<file path="src/rtl/storage_sequencer_pkg.sv">
// storage_sequencer_pkg: shared widths, ring size, FSM states and phase encoding for the scan sequencer.
package storage_sequencer_pkg;
    localparam int PTS_W = 11;
    localparam int SLOT_W = 4;
    localparam int ADDR_W = 15;
    localparam int NUM_SLOTS = 10;
    typedef enum logic [2:0] {IDLE, ACQ, DIV, RATIO, DONE} phase_t;
    localparam logic [1:0] PH_IDLE = 2'd0;
    localparam logic [1:0] PH_ACQ = 2'd1;
    localparam logic [1:0] PH_DIV = 2'd2;
    localparam logic [1:0] PH_RATIO = 2'd3;
    // DONE is a one-cycle wrap-up state and reports as IDLE on the phase port
    function automatic logic [1:0] phase_code(input phase_t s);
        return s == ACQ ? PH_ACQ : s == DIV ? PH_DIV : s == RATIO ? PH_RATIO : PH_IDLE;
    endfunction
endpackage

</file>
<file path="src/rtl/storage_sequencer_if.sv">
// storage_sequencer_if: front-end, divider, ratio-engine and RAM-side signals of the scan sequencer.
interface storage_sequencer_if;
    import storage_sequencer_pkg::*;
    logic start;
    logic abort;
    logic [PTS_W-1:0] points;
    logic sample_valid;
    logic div_valid;
    logic ratio_ready;
    logic busy;
    logic done;
    logic err_points;
    logic [1:0] phase;
    logic [PTS_W-1:0] cnt_point;
    logic [SLOT_W-1:0] cnt_save;
    logic [SLOT_W-1:0] slots_filled;
    logic div_enable;
    logic [PTS_W-1:0] cnt_div;
    logic ratio_enable;
    logic [PTS_W-1:0] cnt_ratio;
    logic wren;
    logic [ADDR_W-1:0] wr_address;
    logic [ADDR_W-1:0] rd_address;
    logic rd_valid;
    modport master (
        output start, abort, points, sample_valid, div_valid, ratio_ready,
        input busy, done, err_points, phase, cnt_point, cnt_save, slots_filled,
        input div_enable, cnt_div, ratio_enable, cnt_ratio, wren, wr_address, rd_address, rd_valid
    );
    modport slave (
        input start, abort, points, sample_valid, div_valid, ratio_ready,
        output busy, done, err_points, phase, cnt_point, cnt_save, slots_filled,
        output div_enable, cnt_div, ratio_enable, cnt_ratio, wren, wr_address, rd_address, rd_valid
    );
endinterface

</file>
<file path="src/rtl/storage_sequencer_slot_addr_gen.sv">
// slot_addr_gen: ring slot index, running slot bases and the RAM write/read address adders.
module slot_addr_gen import storage_sequencer_pkg::*; (
    input  logic              clk,
    input  logic              rst,
    input  logic              advance,
    input  logic [PTS_W-1:0]  points,
    input  logic [PTS_W-1:0]  cnt_div,
    input  logic [PTS_W-1:0]  cnt_ratio,
    output logic [SLOT_W-1:0] cnt_save,
    output logic [SLOT_W-1:0] slots_filled,
    output logic [ADDR_W-1:0] wr_addr,
    output logic [ADDR_W-1:0] rd_addr
);
    logic [ADDR_W-1:0] slot_base, prev_base;
    logic wrap;
    assign wrap = cnt_save == SLOT_W'(NUM_SLOTS - 1);
    assign wr_addr = slot_base + ADDR_W'(cnt_div);
    assign rd_addr = prev_base + ADDR_W'(cnt_ratio);
    // base = cnt_save*points kept by accumulation, reset to 0 on ring wrap
    always_ff @(posedge clk) begin
        if (rst) begin
            cnt_save <= '0;
            slots_filled <= '0;
            slot_base <= '0;
            prev_base <= '0;
        end else if (advance) begin
            prev_base <= slot_base;
            cnt_save <= wrap ? '0 : cnt_save + SLOT_W'(1);
            slot_base <= wrap ? '0 : slot_base + ADDR_W'(points);
            slots_filled <= slots_filled == SLOT_W'(NUM_SLOTS) ? slots_filled : slots_filled + SLOT_W'(1);
        end
    end
endmodule

</file>
<file path="src/rtl/storage_sequencer.sv">
// storage_sequencer: scan FSM (acquire -> divide/store -> ratio), point counters and RAM strobes.
module storage_sequencer import storage_sequencer_pkg::*; (
    input logic clk,
    input logic rst,
    storage_sequencer_if.slave bus
);
    phase_t state, state_n;
    logic [PTS_W-1:0] points_q, cnt_point, cnt_div, cnt_ratio, last;
    logic [ADDR_W-1:0] wr_addr, rd_addr;
    logic kill, start_go, samp_go, wr_go, rd_go, advance, rd_issue;
    assign last = points_q - PTS_W'(1);
    assign kill = bus.abort && state != IDLE;
    assign start_go = state == IDLE && bus.start && !bus.abort && bus.points != '0;
    assign samp_go = state == ACQ && bus.sample_valid && !bus.abort;
    assign wr_go = state == DIV && bus.div_valid && !bus.abort;
    assign rd_go = state == RATIO && bus.ratio_ready && !bus.abort;
    assign advance = state == DONE && !bus.abort;
    always_ff @(posedge clk) begin
        if (rst) state <= IDLE;
        else state <= state_n;
    end
    always_comb begin
        state_n = kill ? IDLE
                : start_go ? ACQ
                : samp_go && cnt_point == last ? DIV
                : wr_go && cnt_div == last ? (bus.slots_filled != '0 ? RATIO : DONE)
                : rd_go && cnt_ratio == last ? DONE
                : state == DONE ? IDLE
                : state;
    end
    always_ff @(posedge clk) begin
        if (rst) begin
            points_q <= '0;
            cnt_point <= '0;
            cnt_div <= '0;
            cnt_ratio <= '0;
            bus.wren <= 1'b0;
            bus.wr_address <= '0;
            bus.rd_address <= '0;
            rd_issue <= 1'b0;
            bus.rd_valid <= 1'b0;
            bus.err_points <= 1'b0;
        end else begin
            bus.err_points <= state == IDLE && bus.start && !bus.abort && bus.points == '0;
            if (start_go) begin
                points_q <= bus.points;
                cnt_point <= '0;
                cnt_div <= '0;
                cnt_ratio <= '0;
            end
            if (samp_go) cnt_point <= cnt_point + PTS_W'(1);
            if (wr_go) cnt_div <= cnt_div + PTS_W'(1);
            if (rd_go) cnt_ratio <= cnt_ratio + PTS_W'(1);
            bus.wren <= wr_go;
            bus.wr_address <= wr_go ? wr_addr : '0;
            bus.rd_address <= rd_go ? rd_addr : '0;
            rd_issue <= rd_go;
            bus.rd_valid <= rd_issue && !kill;
        end
    end
    assign bus.busy = state != IDLE;
    assign bus.done = state == DONE;
    assign bus.phase = phase_code(state);
    assign bus.div_enable = state == DIV;
    assign bus.ratio_enable = state == RATIO;
    assign bus.cnt_point = cnt_point;
    assign bus.cnt_div = cnt_div;
    assign bus.cnt_ratio = cnt_ratio;
    slot_addr_gen u_slot (
        .clk(clk),
        .rst(rst),
        .advance(advance),
        .points(points_q),
        .cnt_div(cnt_div),
        .cnt_ratio(cnt_ratio),
        .cnt_save(bus.cnt_save),
        .slots_filled(bus.slots_filled),
        .wr_addr(wr_addr),
        .rd_addr(rd_addr)
    );
endmodule

</file>
<file path="src/flat_wrapper.sv">
// flat-port wrapper written by rule: the top's interface ports become plain ports
module storage_sequencer_flat import storage_sequencer_pkg::*;
  (clk, rst, bus_start, bus_abort, bus_points, bus_sample_valid, bus_div_valid, bus_ratio_ready, bus_busy, bus_done, bus_err_points, bus_phase, bus_cnt_point, bus_cnt_save, bus_slots_filled, bus_div_enable, bus_cnt_div, bus_ratio_enable, bus_cnt_ratio, bus_wren, bus_wr_address, bus_rd_address, bus_rd_valid);
  storage_sequencer_if bus_i ();
  input logic clk;
  input logic rst;
  input wire logic [$bits(bus_i.start)-1:0] bus_start;
  input wire logic [$bits(bus_i.abort)-1:0] bus_abort;
  input wire logic [$bits(bus_i.points)-1:0] bus_points;
  input wire logic [$bits(bus_i.sample_valid)-1:0] bus_sample_valid;
  input wire logic [$bits(bus_i.div_valid)-1:0] bus_div_valid;
  input wire logic [$bits(bus_i.ratio_ready)-1:0] bus_ratio_ready;
  output wire logic [$bits(bus_i.busy)-1:0] bus_busy;
  output wire logic [$bits(bus_i.done)-1:0] bus_done;
  output wire logic [$bits(bus_i.err_points)-1:0] bus_err_points;
  output wire logic [$bits(bus_i.phase)-1:0] bus_phase;
  output wire logic [$bits(bus_i.cnt_point)-1:0] bus_cnt_point;
  output wire logic [$bits(bus_i.cnt_save)-1:0] bus_cnt_save;
  output wire logic [$bits(bus_i.slots_filled)-1:0] bus_slots_filled;
  output wire logic [$bits(bus_i.div_enable)-1:0] bus_div_enable;
  output wire logic [$bits(bus_i.cnt_div)-1:0] bus_cnt_div;
  output wire logic [$bits(bus_i.ratio_enable)-1:0] bus_ratio_enable;
  output wire logic [$bits(bus_i.cnt_ratio)-1:0] bus_cnt_ratio;
  output wire logic [$bits(bus_i.wren)-1:0] bus_wren;
  output wire logic [$bits(bus_i.wr_address)-1:0] bus_wr_address;
  output wire logic [$bits(bus_i.rd_address)-1:0] bus_rd_address;
  output wire logic [$bits(bus_i.rd_valid)-1:0] bus_rd_valid;
  assign bus_i.start = bus_start;
  assign bus_i.abort = bus_abort;
  assign bus_i.points = bus_points;
  assign bus_i.sample_valid = bus_sample_valid;
  assign bus_i.div_valid = bus_div_valid;
  assign bus_i.ratio_ready = bus_ratio_ready;
  assign bus_busy = bus_i.busy;
  assign bus_done = bus_i.done;
  assign bus_err_points = bus_i.err_points;
  assign bus_phase = bus_i.phase;
  assign bus_cnt_point = bus_i.cnt_point;
  assign bus_cnt_save = bus_i.cnt_save;
  assign bus_slots_filled = bus_i.slots_filled;
  assign bus_div_enable = bus_i.div_enable;
  assign bus_cnt_div = bus_i.cnt_div;
  assign bus_ratio_enable = bus_i.ratio_enable;
  assign bus_cnt_ratio = bus_i.cnt_ratio;
  assign bus_wren = bus_i.wren;
  assign bus_wr_address = bus_i.wr_address;
  assign bus_rd_address = bus_i.rd_address;
  assign bus_rd_valid = bus_i.rd_valid;
  storage_sequencer u_core (.clk(clk), .rst(rst), .bus(bus_i));
endmodule
</file>
<file path="config.mk">
export PLATFORM = sky130hd
export DESIGN_NAME = storage_sequencer_flat
export DESIGN_NICKNAME = d
export VERILOG_FILES = /design/src/rtl/storage_sequencer_pkg.sv /design/src/rtl/storage_sequencer_if.sv /design/src/rtl/storage_sequencer_slot_addr_gen.sv /design/src/rtl/storage_sequencer.sv /design/src/flat_wrapper.sv
export SDC_FILE = /design/constraint.sdc
export NUM_CORES = 1
export LEC_CHECK = 0
export ABC_AREA = 1
export CAP_MARGIN = 30
export CORE_UTILIZATION = 50
export DETAILED_ROUTE_END_ITERATION = 12
export HOLD_SLACK_MARGIN = 0.1
export MAX_ROUTING_LAYER = met4
export PLACE_DENSITY = 0.75
export SLEW_MARGIN = 20
export SYNTH_ARGS = -nofsm -noshare
export SYNTH_HDL_FRONTEND = slang
export SYNTH_HIERARCHICAL = 1
export SYNTH_SLANG_ARGS = --single-unit
export TNS_END_PERCENT = 10
</file>
<file path="constraint.sdc">
create_clock -name clk -period 1.99 [get_ports clk]
set_input_delay 0.2985 -clock clk [delete_from_list [all_inputs] [get_ports clk]]
set_output_delay 0.2985 -clock clk [all_outputs]
set_load 0.01 [all_outputs]
</file>
==> results by group, run 1 <==
Layout
  • Diode count: 0
  • Most common cell after layout, fill and taps aside: nand2_1
  • Final std cells w/o fill: 1452
  • Area Overhead vs Synth: 33.5%
  • Final #Nets: 1320
  • Share of layout cells above drive strength 1: 14.5%
  • Commonest cells after routing, fill and taps aside: 249 x nand2_1, 147 x inv_1, 135 x nor2_1

Synthesis
  • Mapped Area: 7260 µm²
  • FF+latch count, synth: 119
  • Synth warn: 6
  • Synthesized netlist cell count: 1091
  • Top cell type's share of synthesized area: 32.8%
  • Synth area leader: dfxtp_1
  • Register area share after synthesis: 32.8%
  • Syn Nets: 1151
  • Top post-synthesis cells by area: dfxtp_1 33%, nand2_1 13%, inv_1 7.6%, nor2_1 7.3%, ha_1 6.7%
  • Avg Inst Size Synth: 6.66 µm²
  • Distinct cells, synth: 43

Placed design
  • Cells after DPL: 1418
  • GP Congestion: 0.954
  • HPWL Detailed: 17200 µm
  • Buffers on Ports: 97

Power and ir drop
  • Max VDD drop: 0.572 mV
  • Power Density: 657 nW/µm²
  • Tot Pwr: 6.37 mW
  • Leak: 4.20 nW

Clock network
  • Clk_lat worst skew: 0.42 ns
  • Worst-path clk slew: 0.05 ns
  • CTS tree: built
  • H-tree Lvls: 4
  • CTS Sinks: 119
  • Number of hold buffers added after cts: 0
  • Clk buf depth: 2
  • Clock Tree Root: clkbuf_16
  • TritonCTS Buffers: 17

Worst setup path
  • Worst EP required: 2.35 ns
  • Critical path endpoint category: flop
  • Critical Path Most Common Cell: nor2_1
  • CP max stage delay: 0.32 ns
  • R2r startpoint: u_core/points_q[1]
  • Reg2Reg Depth: 14
  • Worst Setup Start Kind: flop
  • Buf/Inv on CP: 1
  • Reg-to-reg slack, setup: 0.004 ns
  • Max FO, Critical Path: 5
  • Crit Path Class: flop to flop
  • Critical path cell sequence: buf_4 -> nor2_4 -> nand2_4 -> nor2_4 -> nand2_1 -> nand2_2 -> nand2_4 -> o21ai_0 -> nor2_1 -> nand3_1 -> nand2_1 -> nor2_1 -> nor2_1 -> nor2_1
  • CP delay by family, top: simple AND/OR/NAND/NOR gates
  • Worst path slowest cell: dfxtp_2
  • Arr. time, crit path: 2.34 ns
  • R2R Path End: u_core/state[0]

Global routing
  • Total gr overflow: 0
  • Initial antenna violation count: 0
  • Vias in the first global route: 6809
  • Pin count of the biggest net entering global routing: 28
  • Tot GR Track Use: 31.1%
  • First-pass GRT wire length: 34500 µm

Floorplanning
  • Die height: 123 µm
  • I/O Pins: 98
  • Starting Density: 51.7%
  • Die W: 123 µm
  • FP Rows: 43
  • Die ar.: 15000 µm²
  • Core Region: 14000 µm²

STA
  • Achievable Freq: 504 MHz
  • Min cycle time layout: 1.99 ns
  • RSZ-0062 raised after global routing: true
  • Final Max Slew Viols: 0
  • Final setup fails: 0
  • Fin crit share: 99.8%
  • Fin. Hold Viols: 0
  • Slew headroom: 59.4%
  • Worst slew pin tran: 0.608 ns
  • Clock Skews: 0.00813 ns

Routing
  • Final ANT Viol Nets: 0
  • Mean routed wirelength per cell: 15.1 µm
  • Final wirelength: 21900 µm
  • Vias per cell: 5.28
  • Routed vias: 7662
  • DRT iter0 DRCs: 651
  • Detailed Routing Iterations Pass 1: 5
  • # DRC: 0

Run
  • Max cap viols: 0

Min path
  • HP Start: u_core/rd_issue
  • Worst Hold Depth: 2
  • Hold Crit Endpoint: u_core/bus.rd_valid
  • Worst min path class: flop to flop

Outcome
  • Status: finished, final reports clean
==> state kept, by name, indices dropped and copies added, names as in the netlist, 4 cells and up <==
name	count
u_core/u_slot/prev_base	15
u_core/u_slot/cnt_save	4
u_core/bus.wr_address	15
u_core/u_slot/slots_filled	4
u_core/u_slot/slot_base	15
u_core/bus.cnt_ratio	11
u_core/points_q	11
u_core/bus.rd_address	15
u_core/bus.cnt_div	11
u_core/bus.cnt_point	11
==> routing by layer <==
metal / vias to the layer above / track usage, % / routed length [µm]
met5: - / - / 0
met4: 0 / 9.53 / 321
met3: 23 / 6.88 / 1500
met2: 252 / 46.7 / 9590
met1: 3519 / 41.6 / 10500
li1: 3868 / - / -
==> stage by stage <==
stage	util, %	hold slack [ns]	area, µm²	setup slack (ns)	TNS (ns)
2_1_floorplan	-	0.368	7260	0.0949	0
3_3_place_gp	63.5	0.407	8910	-0.0244	-0.0685
3_5_place_dp	63.5	0.414	8910	-0.142	-0.829
4_1_cts	67.9	0.423	9530	0.00728	0
5_1_grt	69.1	0.443	9700	-0.0971	-0.264
6_report	69.1	0.422	9700	0.00407	0
==> synth_stat cells <==
cell / instances
a211oi_1: 7
a21boi_1: 1
a21boi_2: 3
a21o_1: 2
a21oi_1: 85
a21oi_2: 1
a221oi_1: 5
a221oi_2: 1
a31oi_1: 1
a32o_1: 2
and2_1: 2
and3_1: 1
buf_1: 2
buf_2: 3
buf_6: 1
clkbuf_1: 11
clkinv_1: 2
dfxtp_1: 119
fa_1: 3
ha_1: 39
inv_1: 148
inv_2: 4
nand2_1: 258
nand2_2: 15
nand3_1: 74
nand3_2: 6
nand3b_1: 5
nand4_1: 14
nor2_1: 142
nor2_2: 8
nor2_4: 5
nor3_1: 13
nor3_4: 1
nor4_1: 4
o211ai_1: 2
o21a_1: 7
o21ai_0: 54
o21ai_1: 3
o21ai_2: 1
or2_2: 3
or4_1: 1
xnor2_1: 14
xor2_1: 18
==> tightest hold or removal path: cells and delay by family (launching register included) <==
kind | cells | cell delay [ns]
DFF | 1 | 0.30
buffers and inverters | 1 | 0.05
and+or+nand+nor | 1 | 0.04
==> kinds of logic (layout without fill, tap and decap cells) <==
| family | count (synthesis) | in the layout | share of synthesized area (%) |
|---|---|---|---|
| AOI/OAI and AO/OA | 175 | 175 | 13.6 |
| buffers and inverters | 171 | 352 | 8.99 |
| DFF | 119 | 119 | 32.8 |
| and+or+nand+nor | 552 | 552 | 33.2 |
| adders and majority gates | 42 | 42 | 7.55 |
| xor gates and xnor gates | 32 | 32 | 3.86 |
==> how the worst max path moves through the flow <==
stage,startpoint,to,cells after the start,slack (ns)
floorplan,u_core/points_q[0],u_core/state[0],16,0.09
global placement,bus_abort,u_core/state[0],13,-0.02
detailed placement,bus_points[10],u_core/bus.cnt_point[0],9,-0.14
CTS,u_core/points_q[1],u_core/state[0],15,0.007
global route,u_core/bus.cnt_div[0],u_core/bus.cnt_div[9],8,-0.1
finish,u_core/points_q[1],u_core/state[0],14,0.004
==> timing repair <==
action                     in CTS  in global routing
gates resized for setup         3                 44
buffers inserted                0                  3
setup endpoints to repair       3                 18
pin swaps                       0                 13
hold endpoints to repair        0                  0
==> power by group <==
group,internal (mW),leakage (nW),switching (mW)
clock network,2.04,0.290,1.14
registers,2.40,0.963,0.0245
logic,0.274,2.94,0.499
==> cell type report <==
| type | count | area (µm²) |
|---|---|---|
| Clock buffer | 21 | 460 |
| Clock inverter | 10 | 145 |
| Fill cell | 1247 | 4340 |
| Inverter | 154 | 578 |
| Multi-Input combinational cell | 801 | 4370 |
| Sequential cell | 119 | 2390 |
| Tap cell | 180 | 225 |
| Timing Repair Buffer | 167 | 1520 |
No activity file was read; power rests on OpenSTA's default activity.
==> inputs of run 2 (changes only) <==
--- a/config.mk
+++ b/config.mk
@@ -7,11 +7,13 @@
 export LEC_CHECK = 0
 export ABC_AREA = 1
 export CAP_MARGIN = 30
-export CORE_UTILIZATION = 50
+export CELL_PAD_IN_SITES_DETAIL_PLACEMENT = 0
+export CELL_PAD_IN_SITES_GLOBAL_PLACEMENT = 1
+export CORE_UTILIZATION = 36
 export DETAILED_ROUTE_END_ITERATION = 12
-export HOLD_SLACK_MARGIN = 0.1
+export HOLD_SLACK_MARGIN = 0.06
 export MAX_ROUTING_LAYER = met4
-export PLACE_DENSITY = 0.75
+export PLACE_DENSITY = 0.76
 export SLEW_MARGIN = 20
 export SYNTH_ARGS = -nofsm -noshare
 export SYNTH_HDL_FRONTEND = slang
==> results by group, run 2 (synthesized netlist as in run 1, its figures left out) <==
Clock network
  • CTS Sinks: 119 (unchanged)
  • Number of hold buffers added after cts: 0 (unchanged)
  • Clk buf depth: 2 (unchanged)
  • CTS tree: built
  • Worst-path clk slew: 0.06 ns (about the same)
  • TritonCTS Buffers: 17 (unchanged)
  • H-tree Lvls: 4 (unchanged)
  • Clk_lat worst skew: 0.41 ns (about the same)
  • Clock Tree Root: clkbuf_16

Power and ir drop
  • Max VDD drop: 0.511 mV (-11%)
  • Tot Pwr: 6.43 mW (+0.92%)
  • Sequential power share: 37.7% (-0.4 points)
  • Switch Pwr: 1.65 mW (-0.38%)
  • Switching Share: 25.7% (-0.34 points)
  • Clk pwr share: 50.8% (+1.0 points)
  • Power Density: 650 nW/µm² (-1.0%)
  • Combinational share of power: 11.4% (-0.7 points)
  • Leak: 4.28 nW (+1.9%)
  • Internal: 4.78 mW (+1.4%)

Worst setup path
  • Buf/Inv on CP: 2 (+1)
  • Crit Path Class: flop to flop
  • Critical path cell sequence: inv_2 -> ha_4 -> nand2_1 -> nor2_2 -> buf_4 -> nand3_1 -> nand2_1 -> o21ai_0 -> nor2_1 -> nand3_2 -> nand3_1 -> nor2_1 -> nor2_1 -> nor2_1
  • CP delay by family, top: simple AND/OR/NAND/NOR gates
  • Arr. time, crit path: 2.26 ns (-0.08 ns)
  • Worst EP required: 2.29 ns (-0.06 ns)
  • Worst Setup Start Kind: flop
  • Max FO, Critical Path: 5 (unchanged)
  • Worst path slowest cell: dfxtp_1
  • Critical path endpoint category: flop
  • Critical Path Most Common Cell: nor2_1
  • CP max stage delay: 0.32 ns (about the same)

Global routing
  • Initial antenna violation count: 0 (unchanged)
  • Pin count of the biggest net entering global routing: 28 (unchanged)
  • Vias in the first global route: 6874 (+0.95%)
  • First-pass GRT wire length: 36300 µm (+5.2%)
  • Total gr overflow: 0 (unchanged)
  • Tot GR Track Use: 23.8% (-7.3 points)

Routing
  • DRT iter0 DRCs: 402 (-38%)
  • Vias per cell: 4.85 (-8.2%)
  • Routed vias: 7502 (-2.1%)
  • Final ANT Viol Nets: 0 (unchanged)
  • Detailed Routing Iterations Pass 1: 5 (unchanged)
  • Final wirelength: 23200 µm (+5.7%)
  • Mean routed wirelength per cell: 15.0 µm (-0.85%)
  • # DRC: 0 (unchanged)

Floorplanning
  • Die ar.: 20700 µm² (+38%)
  • Die W: 144 µm (+18%)
  • Core Region: 19600 µm² (+40%)
  • I/O Pins: 98 (unchanged)
  • FP Rows: 51 (+19%)
  • Die height: 144 µm (+18%)
  • Starting Density: 37.1% (-15 points)

Min path
  • Worst min path class: flop to flop

STA
  • Min cycle time layout: 1.96 ns (-0.0229 ns)
  • Fin. Hold Viols: 0 (unchanged)
  • Final Max Slew Viols: 0 (unchanged)
  • Clock Skews: 0.00983 ns (+0.00170 ns)
  • Achievable Freq: 509 MHz (+1.2%)
  • Fin crit share: 98.6% (-1.2 points)
  • Final setup fails: 0 (unchanged)
  • Worst slew pin tran: 0.451 ns (-0.156 ns)
  • Slew headroom: 69.9% (+10 points)
  • RSZ-0062 raised after global routing: true
  • Hold WS: 0.449 ns (+0.0274 ns)

Layout
  • Final #Nets: 1330 (+0.76%)
  • Fillers: 2044 (+64%)
  • Most common cell after layout, fill and taps aside: nand2_1
  • Diode count: 0 (unchanged)
  • Share of layout cells above drive strength 1: 14.7% (+0.27 points)
  • Area Overhead vs Synth: 36.1%
  • Commonest cells after routing, fill and taps aside: 253 x nand2_1, 146 x inv_1, 136 x nor2_1
  • Core Util, Final: 50.5% (-19 points)
  • Final instance area: 9890 µm² (+1.9%)

Outcome
  • Status: finished, final reports clean

Placed design
  • Buffers on Ports: 97 (unchanged)
  • HPWL Detailed: 18500 µm (+7.7%)
  • GP Congestion: 0.941 (-1.3%)
  • Placed cell area: 9140 µm² (+2.5%)

Run
  • Max cap viols: 0 (unchanged)
==> run 2: changes by cell type in the layout (fill, tap and decap cells not counted), moves of 2 or more <==
cell	delta
buf_12	+3
nand3_1	+4
nand3_2	-3
clkinv_4	+2
nor2_2	+3
nor2_4	-4
clkbuf_8	-2
nand2_2	-3
nand2_1	+4
buf_4	+7
==> run 2: layout make-up <==
class / instances / area [µm²] / share of cell area [%]
Clock buffer: 18 / 429 / 4.34
Clock inverter: 14 / 198 / 2.00
Inverter: 154 / 578 / 5.85
Multi-Input combinational cell: 801 / 4320 / 43.7
Sequential cell: 119 / 2390 / 24.2
Tap cell: 265 / 332 / 3.35
Timing Repair Buffer: 177 / 1640 / 16.6
==> run 2: metal layers <==
metal | share of wire [%] | up-vias | wire length (µm) | track usage, %
li1 | - | 3898 | - | -
met1 | 50 | 3408 | 11500 | 32.7
met4 | 1.7 | 0 | 393 | 7.28
met5 | 0 | - | 0 | -
met3 | 4.1 | 23 | 959 | 2.85
met2 | 44 | 173 | 10300 | 36.3
==> run 2: final timing paths <==
path,slack (ns),end,depth (start not counted),from
worst max register to register,0.03,u_core/state[0],14,u_core/points_q[0]
worst max-delay path,0.03,u_core/state[0],14,u_core/points_q[0]
worst min register to register,0.45,u_core/bus.rd_valid,2,u_core/rd_issue
worst min-delay path,0.45,u_core/bus.rd_valid,2,u_core/rd_issue
==> run 2: stage by stage <==
step | std cells | setup TNS [ns] | setup slack, ns
after global routing | 1548 | -0.200 | -0.0914
after floorplan | 1091 | 0 | 0.0949
after detailed placement | 1514 | -1.05 | -0.0966
after CTS | 1546 | 0 | 0.0129
final | 1548 | 0 | 0.0270
after global placement | 1514 | -1.95 | -0.109
==> run 2: what timing repair did <==
action | in CTS | in global routing
resized for setup | 4 | 30
setup buffers | 0 | 2
pin swaps | 0 | 7
setup endpoints to repair | 2 | 25
==> run 2: power groups by stage <==
stage / clock (mW) / combinational [mW] / sequential [mW]
global route: 3.43 / 0.797 / 2.43
floorplan: 0 / 0.410 / 2.47
finish: 3.27 / 0.736 / 2.43
detailed placement: 0 / 0.679 / 2.48
global placement: 0 / 0.684 / 2.48
CTS: 3.32 / 0.685 / 2.42
==> run 2: worst reg2reg max path: stages, from the launching register on <==
cell	delay, ns
dfxtp_1	0.32
inv_2	0.07
ha_4	0.17
nand2_1	0.10
nor2_2	0.16
buf_4	0.12
nand3_1	0.06
nand2_1	0.18
o21ai_0	0.11
nor2_1	0.13
nand3_2	0.14
nand3_1	0.12
nor2_1	0.04
nor2_1	0.08
nor2_1	0.04
